**src/rtl/sar_search_4bit_if.sv**
```systemverilog
// Bundle between the successive-approximation search engine and its environment:
// the start/busy/done/result handshake plus the magnitude-comparator connection
// (guess drives comparator b, the gt/lt/eq flags come back).
// master: the side that issues start and owns the comparator.
// slave: the search engine.
interface sar_search_4bit_if #(
  parameter int WIDTH = 4
);
  localparam int PW = $clog2(WIDTH + 1);

  logic             start;
  logic             cmp_gt;
  logic             cmp_lt;
  logic             cmp_eq;
  logic [WIDTH-1:0] guess;
  logic             busy;
  logic             done;
  logic [WIDTH-1:0] result;
  logic [PW-1:0]    probes;
  logic             err;

  modport master (
    output start, cmp_gt, cmp_lt, cmp_eq,
    input  guess, busy, done, result, probes, err
  );

  modport slave (
    input  start, cmp_gt, cmp_lt, cmp_eq,
    output guess, busy, done, result, probes, err
  );
endinterface

```
**src/rtl/sar_search_4bit.sv**
```systemverilog
// Successive-approximation search engine.
// Drives a candidate onto the comparator b input and binary-searches the unknown
// target on its a input, one probe per clock, at most WIDTH probes per search.
// An equal flag ends the search early; otherwise the last bit decision resolves it.
// Flag priority in PROBE: eq, then lt, then gt; no flag behaves like lt.
// Optional build macro SAR_ONEHOT_CHECK_EN: every PROBE cycle requires exactly one
// comparator flag; a violation sets a sticky err, aborts with done=1 and result=0.
// err is cleared by the next accepted start or by reset. Without the macro err is 0.
module sar_search_4bit #(
  parameter int WIDTH = 4
) (
  input logic               clk,
  input logic               rst_n,
  sar_search_4bit_if.slave  bus
);

  localparam int PW = $clog2(WIDTH + 1);
  localparam int IW = $clog2(WIDTH);
  localparam logic [WIDTH-1:0] TOP_GUESS = {1'b1, {(WIDTH-1){1'b0}}};
  localparam logic [IW-1:0]    TOP_IDX   = IW'(WIDTH - 1);

  typedef enum logic {
    IDLE  = 1'b0,
    PROBE = 1'b1
  } state_t;

  state_t           state_q, state_d;
  logic [WIDTH-1:0] guess_q, guess_d;
  logic [IW-1:0]    idx_q, idx_d;
  logic [PW-1:0]    probes_q, probes_d;
  logic [WIDTH-1:0] result_q, result_d;
  logic             done_q, done_d;
  logic             err_q, err_d;

  // Bit decision helpers for the current probe.
  logic             keep_w;      // current bit stays set (target above guess)
  logic             viol_w;      // comparator flags not one-hot
  logic             last_w;      // current probe is on bit 0
  logic             finish_w;    // this PROBE cycle ends the search
  logic [WIDTH-1:0] resolved_w;  // guess with the current bit decided
  logic [WIDTH-1:0] probe_w;     // resolved guess with the next lower bit trial-set

  // Only a clean "greater" keeps the bit; lt, no flag or contradictory flags clear it.
  assign keep_w = bus.cmp_gt & ~bus.cmp_lt;
  assign last_w = (idx_q == '0);

`ifdef SAR_ONEHOT_CHECK_EN
  assign viol_w = ({bus.cmp_gt, bus.cmp_lt, bus.cmp_eq} != 3'b001) &&
                  ({bus.cmp_gt, bus.cmp_lt, bus.cmp_eq} != 3'b010) &&
                  ({bus.cmp_gt, bus.cmp_lt, bus.cmp_eq} != 3'b100);
`else
  assign viol_w = 1'b0;
`endif

  assign finish_w = viol_w | bus.cmp_eq | last_w;

  // Per-bit resolve of the current bit and trial-set of the bit below it.
  genvar gi;
  generate
    for (gi = 0; gi < WIDTH; gi++) begin : g_bit
      assign resolved_w[gi] = (32'(idx_q) == gi) ? keep_w : guess_q[gi];
      if (gi < WIDTH - 1) begin : g_low
        assign probe_w[gi] = (32'(idx_q) == gi + 1) ? 1'b1 : resolved_w[gi];
      end else begin : g_top
        assign probe_w[gi] = resolved_w[gi];
      end
    end
  endgenerate

  // State register; reset mid-search drops straight back to IDLE.
  always_ff @(posedge clk or negedge rst_n) begin
    if (!rst_n) begin
      state_q <= IDLE;
    end else begin
      state_q <= state_d;
    end
  end

  // Datapath registers: guess, bit index, probe count, result, done pulse, err.
  always_ff @(posedge clk or negedge rst_n) begin
    if (!rst_n) begin
      guess_q  <= '0;
      idx_q    <= '0;
      probes_q <= '0;
      result_q <= '0;
      done_q   <= 1'b0;
      err_q    <= 1'b0;
    end else begin
      guess_q  <= guess_d;
      idx_q    <= idx_d;
      probes_q <= probes_d;
      result_q <= result_d;
      done_q   <= done_d;
      err_q    <= err_d;
    end
  end

  // Next-state logic: start is only looked at in IDLE, so it is ignored while busy.
  always_comb begin
    state_d = state_q;
    unique case (state_q)
      IDLE:    if (bus.start) state_d = PROBE;
      PROBE:   if (finish_w)  state_d = IDLE;
      default: state_d = IDLE;
    endcase
  end

  // Next values of the datapath registers; done is a single-cycle pulse.
  always_comb begin
    guess_d  = guess_q;
    idx_d    = idx_q;
    probes_d = probes_q;
    result_d = result_q;
    done_d   = 1'b0;
    err_d    = err_q;
    unique case (state_q)
      IDLE: begin
        if (bus.start) begin
          guess_d  = TOP_GUESS;
          idx_d    = TOP_IDX;
          probes_d = '0;
          err_d    = 1'b0;
        end
      end
      PROBE: begin
        probes_d = probes_q + PW'(1);
        if (viol_w) begin
          result_d = '0;
          done_d   = 1'b1;
          err_d    = 1'b1;
        end else if (bus.cmp_eq) begin
          result_d = guess_q;
          done_d   = 1'b1;
        end else if (last_w) begin
          guess_d  = resolved_w;
          result_d = resolved_w;
          done_d   = 1'b1;
        end else begin
          guess_d  = probe_w;
          idx_d    = idx_q - IW'(1);
        end
      end
      default: begin
        done_d = 1'b0;
      end
    endcase
  end

  // Outputs: busy follows the state register, everything else is a register copy.
  always_comb begin
    bus.busy   = (state_q == PROBE);
    bus.guess  = guess_q;
    bus.done   = done_q;
    bus.result = result_q;
    bus.probes = probes_q;
`ifdef SAR_ONEHOT_CHECK_EN
    bus.err    = err_q;
`else
    bus.err    = 1'b0;
`endif
  end

endmodule

```
**src/flat_wrapper.sv**
```systemverilog
// flat-port wrapper written by rule: the top's interface ports become plain ports
module sar_search_4bit_flat 
#(
  parameter int WIDTH = 4
)
  (clk, rst_n, bus_start, bus_cmp_gt, bus_cmp_lt, bus_cmp_eq, bus_guess, bus_busy, bus_done, bus_result, bus_probes, bus_err);
  sar_search_4bit_if #(.WIDTH(WIDTH)) bus_i ();
  input logic clk;
  input logic rst_n;
  input wire logic [$bits(bus_i.start)-1:0] bus_start;
  input wire logic [$bits(bus_i.cmp_gt)-1:0] bus_cmp_gt;
  input wire logic [$bits(bus_i.cmp_lt)-1:0] bus_cmp_lt;
  input wire logic [$bits(bus_i.cmp_eq)-1:0] bus_cmp_eq;
  output wire logic [$bits(bus_i.guess)-1:0] bus_guess;
  output wire logic [$bits(bus_i.busy)-1:0] bus_busy;
  output wire logic [$bits(bus_i.done)-1:0] bus_done;
  output wire logic [$bits(bus_i.result)-1:0] bus_result;
  output wire logic [$bits(bus_i.probes)-1:0] bus_probes;
  output wire logic [$bits(bus_i.err)-1:0] bus_err;
  assign bus_i.start = bus_start;
  assign bus_i.cmp_gt = bus_cmp_gt;
  assign bus_i.cmp_lt = bus_cmp_lt;
  assign bus_i.cmp_eq = bus_cmp_eq;
  assign bus_guess = bus_i.guess;
  assign bus_busy = bus_i.busy;
  assign bus_done = bus_i.done;
  assign bus_result = bus_i.result;
  assign bus_probes = bus_i.probes;
  assign bus_err = bus_i.err;
  sar_search_4bit #(.WIDTH(WIDTH)) u_core (.clk(clk), .rst_n(rst_n), .bus(bus_i));
endmodule
```
**config.mk**
```make
export PLATFORM = sky130hd
export DESIGN_NAME = sar_search_4bit_flat
export DESIGN_NICKNAME = d
export VERILOG_FILES = /design/src/rtl/sar_search_4bit_if.sv /design/src/rtl/sar_search_4bit.sv /design/src/flat_wrapper.sv
export SDC_FILE = /design/constraint.sdc
export NUM_CORES = 1
export LEC_CHECK = 0
export ABC_AREA = 1
export CORE_ASPECT_RATIO = 1.4
export CORE_UTILIZATION = 40
export DETAILED_ROUTE_END_ITERATION = 10
export DONT_BUFFER_PORTS = 1
export GPL_TIMING_DRIVEN = 1
export PLACE_DENSITY_LB_ADDON = 0.12
export RECOVER_POWER = 100
export SLEW_MARGIN = 20
export SYNTH_ARGS = -nofsm -noshare
export SYNTH_HDL_FRONTEND = slang
export SYNTH_SLANG_ARGS = --single-unit
```
**constraint.sdc**
```tcl
create_clock -name clk -period 1.1 [get_ports clk]
set_input_delay 0.22 -clock clk [delete_from_list [all_inputs] [get_ports clk]]
set_output_delay 0.22 -clock clk [all_outputs]
set_load 0.05 [all_outputs]
```
# == Yosys cells after proc, flatten, opt, wreduce, memory -nomap -nowiden ==
# Index checks and enable logic that the tools add are counted.
# totals
regBits,15
input_bits,6
wordCells,48
# classes
add_sub_neg,2
n_eq_ne,6
mux,25
bitwise,4
reduce_logical,5
# op_table
cell,n
2-to-1 mux 4 bit,4
2-to-1 mux 1 bit,12
one-hot mux 4 bit (2 select lines),1
2-to-1 mux 2 bit,3
2-to-1 mux 3 bit,2
"inequality test 2 bit, second input constant",3
one-hot mux 3 bit (2 select lines),1
"equality test 2 bit, second input constant",2
one-hot mux 2 bit (2 select lines),1
AND reduction 2 bit,2
"adder 3 x 1 -> 3 bit, second input constant",1
AND reduction 3 bit,1
"equality test 2 x 1 -> 1 bit, second input constant",1
zero test 2 bit,1
inverter 1 bit,2
one-hot mux 1 bit (2 select lines),1
nonzero test 2 bit,1
"subtractor 2 x 1 -> 2 bit, second input constant",1
bitwise AND 1 bit,1
bitwise OR 1 bit,1

# == Depth between registers and ports, before layout ==
# Gate-level depths: netlist of the first run.
# logic_depth
ltp_word,7
depth_mapped,8
depth_no_buf,8

# == Least setup slack after synthesis of the first run ==
# Ideal clock, no wire load.
# synth_timing
kind,register -> register
from,"register u_core.state_q, in the netlist u_core.bus.busy"
to,"register u_core.guess_q[0], in the netlist u_core.bus.guess[0]"
setup_ns,0.127
t_arrival_ns,1.170
t_required_ns,0.973
slack_ns,-0.197
path_stages_with_launch,7
n_path_buf,1
path_cell_list,dfrtp_1 buf_6 inv_2 nand2_1 nand2_1 nand2_1 o21ai_0
# synth_via
elab_chain_len,3
elab_cells_between_ends,5
classes_between,eq/ne: 2; mux: 1; bitwise: 1; reduce/logical: 1
# synth_rtl
item,line_no,rtl
from (decl),sar_search_4bit.sv:27,"state_t state_q, state_d;"
from (signal assigned),sar_search_4bit.sv:75,state_q <= state_d;
inverter 1 bit,--,
inequality test 2 bit (no source line),--,
AND reduction 2 bit (no source line),--,
to (signal assigned),sar_search_4bit.sv:89,guess_q <= guess_d;
to (decl),sar_search_4bit.sv:28,"logic [WIDTH-1:0] guess_q, guess_d;"
# Parallel ways exist; a longest one is shown, timed or not.
# A chain may end at the register's enable or synchronous reset.

# == Final worst setup path of the first run ==
# layout_timing
from,register u_core.idx_q[0]
to,register u_core.idx_q[0]
# layout_via
elab_chain_len,4
elab_cells_between_ends,7
classes_between,add/sub: 1; eq/ne: 1; mux: 3; reduce/logical: 2
# layout_rtl
item,line_no,rtl
from (decl),sar_search_4bit.sv:29,"logic [IW-1:0] idx_q, idx_d;"
from (signal assigned),sar_search_4bit.sv:90,idx_q <= idx_d;
subtractor 2 x 1 -> 2 bit,sar_search_4bit.sv:140,idx_d = idx_q - IW'(1);
2-to-1 mux 2 bit,sar_search_4bit.sv:134,end else if (last_w) begin
2-to-1 mux 2 bit,sar_search_4bit.sv:131,end else if (bus.cmp_eq) begin
one-hot mux 2 bit (2 select lines),sar_search_4bit.sv:116,unique case (state_q)
# Parallel ways exist; a longest one is shown, timed or not. The select of a mux whose other input is x is not followed.

==> results of run 1 <==
## registers in the layout, summed over array words and instances, names as in the netlist
signal / flops
u_core.bus.busy: 1
u_core.bus.result: 4
u_core.bus.probes: 3
u_core.bus.guess: 4
u_core.bus.done: 1
u_core.idx_q: 2
## layout make-up
cell class	instances	share of cell area
inverters	20	0.0648
well taps	21	0.0213
repair buffers	25	0.181
flip-flops and latches	15	0.311
multi-input cells	75	0.400
clock buffers	4	0.0213
## per-stage QoR
stage	setup TNS, ns	instance area, um^2
after floorplan	-0.364	905
after global placement	-0.453	1020
after detailed placement	-0.677	1020
after CTS	-0.138	1190
after global routing	-1.04	1230
final	-0.339	1230
## worst paths after layout
path / from / to / slack (ns) / cells after the start
max reg2reg: u_core.idx_q[0] / u_core.idx_q[0] / -0.07 / 7
max: u_core.idx_q[0] / u_core.idx_q[0] / -0.07 / 7
min: bus_start / u_core.bus.probes[0] / 0.1 / 3
min in group asynchronous: rst_n / u_core.bus.guess[2] / 0.41 / 1
max in group asynchronous: rst_n / u_core.bus.result[1] / 0.19 / 1
min reg2reg: u_core.bus.guess[0] / u_core.bus.guess[0] / 0.55 / 2
## synthesized netlist by cell type
| library cell | instances |
|---|---|
| dfrtp_1 | 15 |
| ha_1 | 5 |
| nor2_4 | 1 |
| xnor2_1 | 1 |
| o21ai_0 | 5 |
| buf_6 | 1 |
| inv_2 | 1 |
| conb_1 | 1 |
| o21ai_2 | 2 |
| nand2_1 | 42 |
| nor2_2 | 1 |
| nand3_1 | 13 |
| inv_1 | 19 |
| nand2_4 | 3 |
| a22o_2 | 1 |
| buf_4 | 1 |
## layer usage
layer	track usage	share of wire
met5	0	0
met4	0.0968	0.036
met3	0.0285	0.061
met2	0.353	0.52
met1	0.222	0.38
## worst register-to-register path, stage by stage (launching register included)
cell	delay (ns)
dfrtp_1	0.40
inv_2	0.08
ha_4	0.17
nand2_4	0.08
nand2_8	0.09
nor2_4	0.17
o21ai_2	0.07
nand2_1	0.06
## cells by family (layout without fill, tap and decap cells)
group	count (synthesis)	in the layout	synth area share
buf+inv	22	49	0.108
compound gates	8	8	0.0603
fa+ha+maj	5	5	0.0718
simple gates	60	60	0.315
other cells	1	1	0.00431
flops	15	15	0.431
xor+xnor	1	1	0.0101
## repair_timing
action / CTS / global route
setup endpoints to repair: 22 / 18
resized for setup: 24 / 10
hold endpoints to repair: 15 / 0
setup buffers: 7 / 2
pin swaps: 5 / 7
hold buffers: 1 / 0
==> results.yml, run 1 <==
worst_setup_path:
  cp_top_family: "flip-flops"
  crit_fanout: 8
  crit_chain: "inv_2, ha_4, nand2_4, nand2_8, nor2_4, o21ai_2, nand2_1"
  path_class: "reg -> reg"
  endpoint_kind: "register"
  slowest_delay_ns: 0.40
  crit_path_top_delay_cell: "dfrtp_1"
  cp_data_arrival_time_ns: 1.42
  worstPathRequired_ns: 1.34
  start_kind: "register"
  cp.buffers_inverters: 1
yosys:
  syn_inst: 112
  syn_area_um2: 871
  syn-num-nets: 123
  yosys.area.top_type: "dfrtp_1"
  synthDistinctLibCells: 16
  synth_seq_area_share: 0.431
  avgSynthCellArea_um2: 7.78
  synth_top_area_share: 0.431
  yosys-top-cells-area: "dfrtp_1 43%, nand2_1 18%, inv_1 8.2%"
  yosys_warnings: 0
  synth_seq_cells: 15
sta:
  hold_ws_ns: 0.0965
  timing.final.crit_share: 1.07
  rsz0062_at_grt: "yes"
  timing.final.ws_setup_ns: -0.0749
  layout_min_cycle_time_ns: 1.17
  finalMaxSlewViolations: 0
  clock_skew_ns: 0.00460
  setup_violations: 8
  max_freq_ghz: 0.851
  max_slew_margin: 0.520
  hold_viol_final: 0
  worst_pin_slew_ns: 0.717
clock_network:
  htree_levels: 1
  clockBufferDepth: 2
  root_buffer: "clkbuf_4"
  clk_pin_slew_ns: 0.09
  tritoncts: "done"
  clock-sinks: 15
  cts_inserted_buffers: 3
  clk_latency_ns: 0.30
final_layout:
  nFillCells: 170
  final_common_cell: "nand2_1"
  drive_gt1_frac: 0.453
  final-instance-count-excl-fill: 160
  seq_area_um2: 384
  final_util: 0.618
  final_nets: 151
  multi_input_area_um2: 494
  n_antenna_cell: 0
  area_growth_pct: 41.8
  layout_common_cells: "36 x nand2_1, 15 x buf_4, 14 x inv_1"
outcome:
  violations: "negative setup slack"
  outcome: "finished with violations"
die:
  die_h_um: 57.2
  rows: 19
  core-area_mm2: 0.00200
  initial_core_util: 0.436
  die_area_mm2: 0.00237
  ioPinCount: 20
  die_x_um: 41.4
placed_design:
  post-place-ws_ns: -0.0914
  portBuffers: 0
  dp.cells: 146
  dpl.hpwl_um: 1390
  gp_congestion: 0.790
drt:
  wl_per_cell_um: 13.3
  finalWirelength_um: 2120
  num_vias: 813
  detailedRoute.firstIterationViolations: 20
  antenna_left: 0
  routed_via_density: 5.08
  drc: 0
  firstDrtPassIters: 4
global_route:
  grt_usage: 0.196
  grt_max_degree: 16
  grt_overflow_total: 0
  grt_pass1_wl_um: 3580
  antenna_found_initial: 0
  grt_pass1_vias: 838
min_path:
  hold_path.class: "in -> reg"
run:
  cap_violations: 0
Power of run 1 is left out: the tool's default activity adds up to more than one toggle a clock period on the data nets, which glitch-free logic cannot reach.
==> run 2, diff against run 1 <==
- CORE_ASPECT_RATIO: 1.4 -> default
- CORE_UTILIZATION: 40 -> 54
==> results.yml, run 2 (same netlist as run 1, synthesis figures left out) <==
sta:
  rsz0062_at_grt: "yes"
  max_freq_ghz: 0.833
  layout_min_cycle_time_ns: 1.20
  timing.final.crit_share: 1.09
  worst_pin_slew_ns: 0.670
  finalMaxSlewViolations: 0
  max_slew_margin: 0.552
  clock_skew_ns: 0.000913
  setup_violations: 12
  hold_viol_final: 0
  timing.final.ws_setup_ns: -0.100
final_layout:
  final_common_cell: "nand2_1"
  area_growth_pct: 33.9
  seq_area_um2: 384
  multi_input_area_um2: 454
  fin_area_mm2: 0.00117
  n_antenna_cell: 0
  drive_gt1_frac: 0.382
  nFillCells: 101
  layout_common_cells: "38 x nand2_1, 15 x inv_1, 12 x nand3_1, 12 x buf_4, 9 x buf_6"
  final_nets: 148
die:
  die_x_um: 42.2
  ioPinCount: 20
  core-area_mm2: 0.00151
  die_area_mm2: 0.00178
  rows: 14
  initial_core_util: 0.578
  die_h_um: 42.2
drt:
  route.met3.wl_um: 102
  antenna_left: 0
  firstDrtPassIters: 4
  highest_layer: "met4"
  drc: 0
  drt-met1-wl_um: 883
  routed_via_density: 5.28
  detailedRoute.firstIterationViolations: 18
  routed-wl-met2_um: 964
  finalWirelength_um: 1990
  wl_per_cell_um: 13.1
  num_vias: 803
global_route:
  grt_max_degree: 16
  grt_pass1_vias: 741
  grt_overflow_total: 0
  grt_pass1_wl_um: 3130
  antenna_found_initial: 0
  grt_usage: 0.236
clock_network:
  clockBufferDepth: 2
  tritoncts: "done"
  clock-sinks: 15
  root_buffer: "clkbuf_4"
  clk_latency_ns: 0.29
  cts_inserted_buffers: 3
  htree_levels: 1
  clk_pin_slew_ns: 0.09
placed_design:
  gp_congestion: 0.916
  post-place-ws_ns: -0.0950
  dpl.hpwl_um: 1330
  post_dp_cell_area_um2: 996
  portBuffers: 0
outcome:
  violations: "negative setup slack"
  outcome: "finished with violations"
worst_setup_path:
  path_class: "reg -> reg"
  endpoint_kind: "register"
  worstPathRequired_ns: 1.29
  start_kind: "register"
  cp_data_arrival_time_ns: 1.39
  crit_fanout: 4
min_path:
  hold_path.class: "in -> reg"
run:
  cap_violations: 0
run 2: cell types whose count changed in the layout (fill, tap and decap cells not counted), moves of 2 or more:
cell / change
nand2_1: +2
ha_1: +2
ha_4: -2
nand3_2: -3
buf_4: -3
nand2_2: -3
nand3_1: +3
run 2: path summary, 6_finish.rpt:
kind / start / slack [ns] / end / cells past startpoint
max in group asynchronous: rst_n / 0.23 / u_core.bus.result[0] / 1
min in group asynchronous: rst_n / 0.40 / u_core.bus.probes[2] / 1
worst min-delay path: bus_start / 0.11 / u_core.bus.probes[2] / 3
worst max register to register: u_core.idx_q[0] / -0.10 / u_core.bus.guess[2] / 7
worst max-delay path: u_core.idx_q[0] / -0.10 / u_core.bus.guess[2] / 7
worst min register to register: u_core.bus.result[1] / 0.54 / u_core.bus.result[1] / 2
run 2: what timing repair did:
item                                   in CTS  in global routing
setup buffers                               5                  4
setup endpoints to repair                  22                 18
resized for setup                          18                  7
pin swaps                                   1                  1
hold buffers                                1                  0
endpoints found under the hold margin      15                  0
run 2: final cells by class:
type / instances / share of cell area
well taps: 16 / 0.0172
flip-flops and latches: 15 / 0.329
inverters: 20 / 0.0687
repair buffers: 22 / 0.173
multi-input cells: 75 / 0.389
clock buffers: 4 / 0.0225
run 2: per-stage QoR:
| stage | util | std cells | hold WS (ns) | TNS, ns |
|---|---|---|---|---|
| 2_1_floorplan | - | 112 | -0.0756 | -0.364 |
| 3_3_place_gp | 0.661 | 138 | -0.0753 | -0.439 |
| 3_5_place_dp | 0.661 | 138 | -0.0753 | -0.696 |
| 4_1_cts | 0.739 | 148 | 0.0981 | -0.328 |
| 5_1_grt | 0.774 | 152 | 0.117 | -1.26 |
| 6_report | 0.774 | 152 | 0.106 | -0.651 |
run 2: metal layers:
layer / vias to the layer above / track usage
li1: 392 / -
met1: 377 / 0.292
met2: 30 / 0.403
met3: 4 / 0.0431
met4: 0 / 0.100
met5: - / 0
run 2: worst max-delay path, stage by stage, from the launching register on:
cell	delay [ns]
dfrtp_1	0.44
inv_2	0.11
ha_2	0.20
inv_1	0.04
nand2_1	0.08
nand3_1	0.09
nand2_1	0.08
nand2_1	0.05
Power of run 2 is left out for the same reason.
==> run 3, diff against run 2 <==
- CORE_MARGIN: default -> 5
==> results.yml, run 3 (same netlist as run 1, synthesis figures left out) <==
outcome:
  outcome: "finished with violations"
  violations: "negative setup slack"
worst_setup_path:
  crit_fanout: 8
  endpoint_kind: "register"
  start_kind: "register"
  cp_top_family: "flip-flops"
  cp.buffers_inverters: 1
  slowest_delay_ns: 0.45
  crit_path_top_delay_cell: "dfrtp_2"
  crit_chain: "inv_4, ha_4, nand2_4, nand2_8, nor2_4, o21ai_2, nand2_1"
  worstPathRequired_ns: 1.32
  path_class: "reg -> reg"
  cp_data_arrival_time_ns: 1.41
clock_network:
  cts_inserted_buffers: 3
  root_buffer: "clkbuf_4"
  clock-sinks: 15
  clk_pin_slew_ns: 0.09
  tritoncts: "done"
  clk_latency_ns: 0.28
  htree_levels: 1
  clockBufferDepth: 2
sta:
  timing.final.crit_share: 1.08
  hold_viol_final: 0
  max_slew_margin: 0.541
  setup_violations: 9
  finalMaxSlewViolations: 0
  timing.final.ws_setup_ns: -0.0906
  max_freq_ghz: 0.840
  worst_pin_slew_ns: 0.686
  rsz0062_at_grt: "yes"
  clock_skew_ns: 0.00348
  layout_min_cycle_time_ns: 1.19
final_layout:
  final_nets: 149
  multi_input_area_um2: 475
  final_common_cell: "nand2_1"
  nFillCells: 112
  seq_area_um2: 385
  layout_common_cells: "38 x nand2_1, 15 x inv_1, 13 x buf_4"
  area_growth_pct: 37.6
  n_antenna_cell: 0
  drive_gt1_frac: 0.409
  final-instance-count-excl-fill: 153
global_route:
  grt_pass1_vias: 782
  grt_max_degree: 16
  grt_overflow_total: 0
  grt_usage: 0.190
  antenna_found_initial: 0
  grt_pass1_wl_um: 3630
drt:
  num_vias: 761
  wl_per_cell_um: 13.2
  antenna_left: 0
  finalWirelength_um: 2020
  routed_via_density: 4.97
  drc: 0
  detailedRoute.firstIterationViolations: 13
  firstDrtPassIters: 4
run:
  cap_violations: 0
placed_design:
  dp.cells: 139
  post-place-ws_ns: -0.0869
  dpl.hpwl_um: 1360
  gp_congestion: 0.842
  portBuffers: 0
die:
  ioPinCount: 20
  die_h_um: 50.2
  initial_core_util: 0.571
  die_x_um: 50.2
  rows: 14
  die_area_mm2: 0.00252
  core-area_mm2: 0.00152
min_path:
  hold_path.class: "in -> reg"
==> run 3: per-layer routing <==
| metal | track usage | vias up | share of wire |
|---|---|---|---|
| met5 | 0 | - | 0 |
| met4 | 0.105 | 0 | 0.015 |
| met3 | 0.0385 | 2 | 0.061 |
| met2 | 0.293 | 25 | 0.48 |
| met1 | 0.246 | 344 | 0.44 |
| li1 | - | 390 | - |
==> run 3: cell type report <==
cell class,count,share of cell area
clock buffer,4,0.0219
inverter,20,0.0689
multi-input combinational,75,0.397
sequential,15,0.322
tap,16,0.0167
timing repair buffer,23,0.174
==> run 3: worst reg2reg max path, stage by stage, from the launching register on <==
cell and delay, ns:
dfrtp_2 0.45, inv_4 0.07, ha_4 0.17, nand2_4 0.08
nand2_8 0.08, nor2_4 0.14, o21ai_2 0.07, nand2_1 0.07
==> run 3: path summary, 6_finish.rpt <==
check	startpoint	slack, ns	to	cells past startpoint
worst max-delay path	u_core.idx_q[0]	-0.09	u_core.idx_q[0]	7
worst min-delay path	bus_start	0.11	u_core.bus.probes[0]	3
worst max register to register	u_core.idx_q[0]	-0.09	u_core.idx_q[0]	7
worst min register to register	u_core.bus.guess[0]	0.63	u_core.bus.guess[0]	3
max in group asynchronous	rst_n	0.21	u_core.bus.result[3]	1
min in group asynchronous	rst_n	0.42	u_core.bus.done	1
==> run 3: per-stage QoR <==
step	instance area (um^2)	utilization	hold WS (ns)	setup TNS, ns
floorplan	905	-	-0.0756	-0.364
finish	1200	0.787	0.111	-0.507
global placement	1000	0.658	-0.0752	-0.428
detailed placement	1000	0.658	-0.0751	-0.610
global route	1200	0.787	0.102	-1.35
CTS	1140	0.747	0.105	-0.225
==> run 3: what timing repair did <==
item,4_1_cts,5_1_grt
hold buffers,1,0
buffers inserted,8,1
setup endpoints to repair,22,20
endpoints found under the hold margin,15,0
resized for setup,16,14
pin swaps,2,2
Power of run 3 is left out for the same reason.
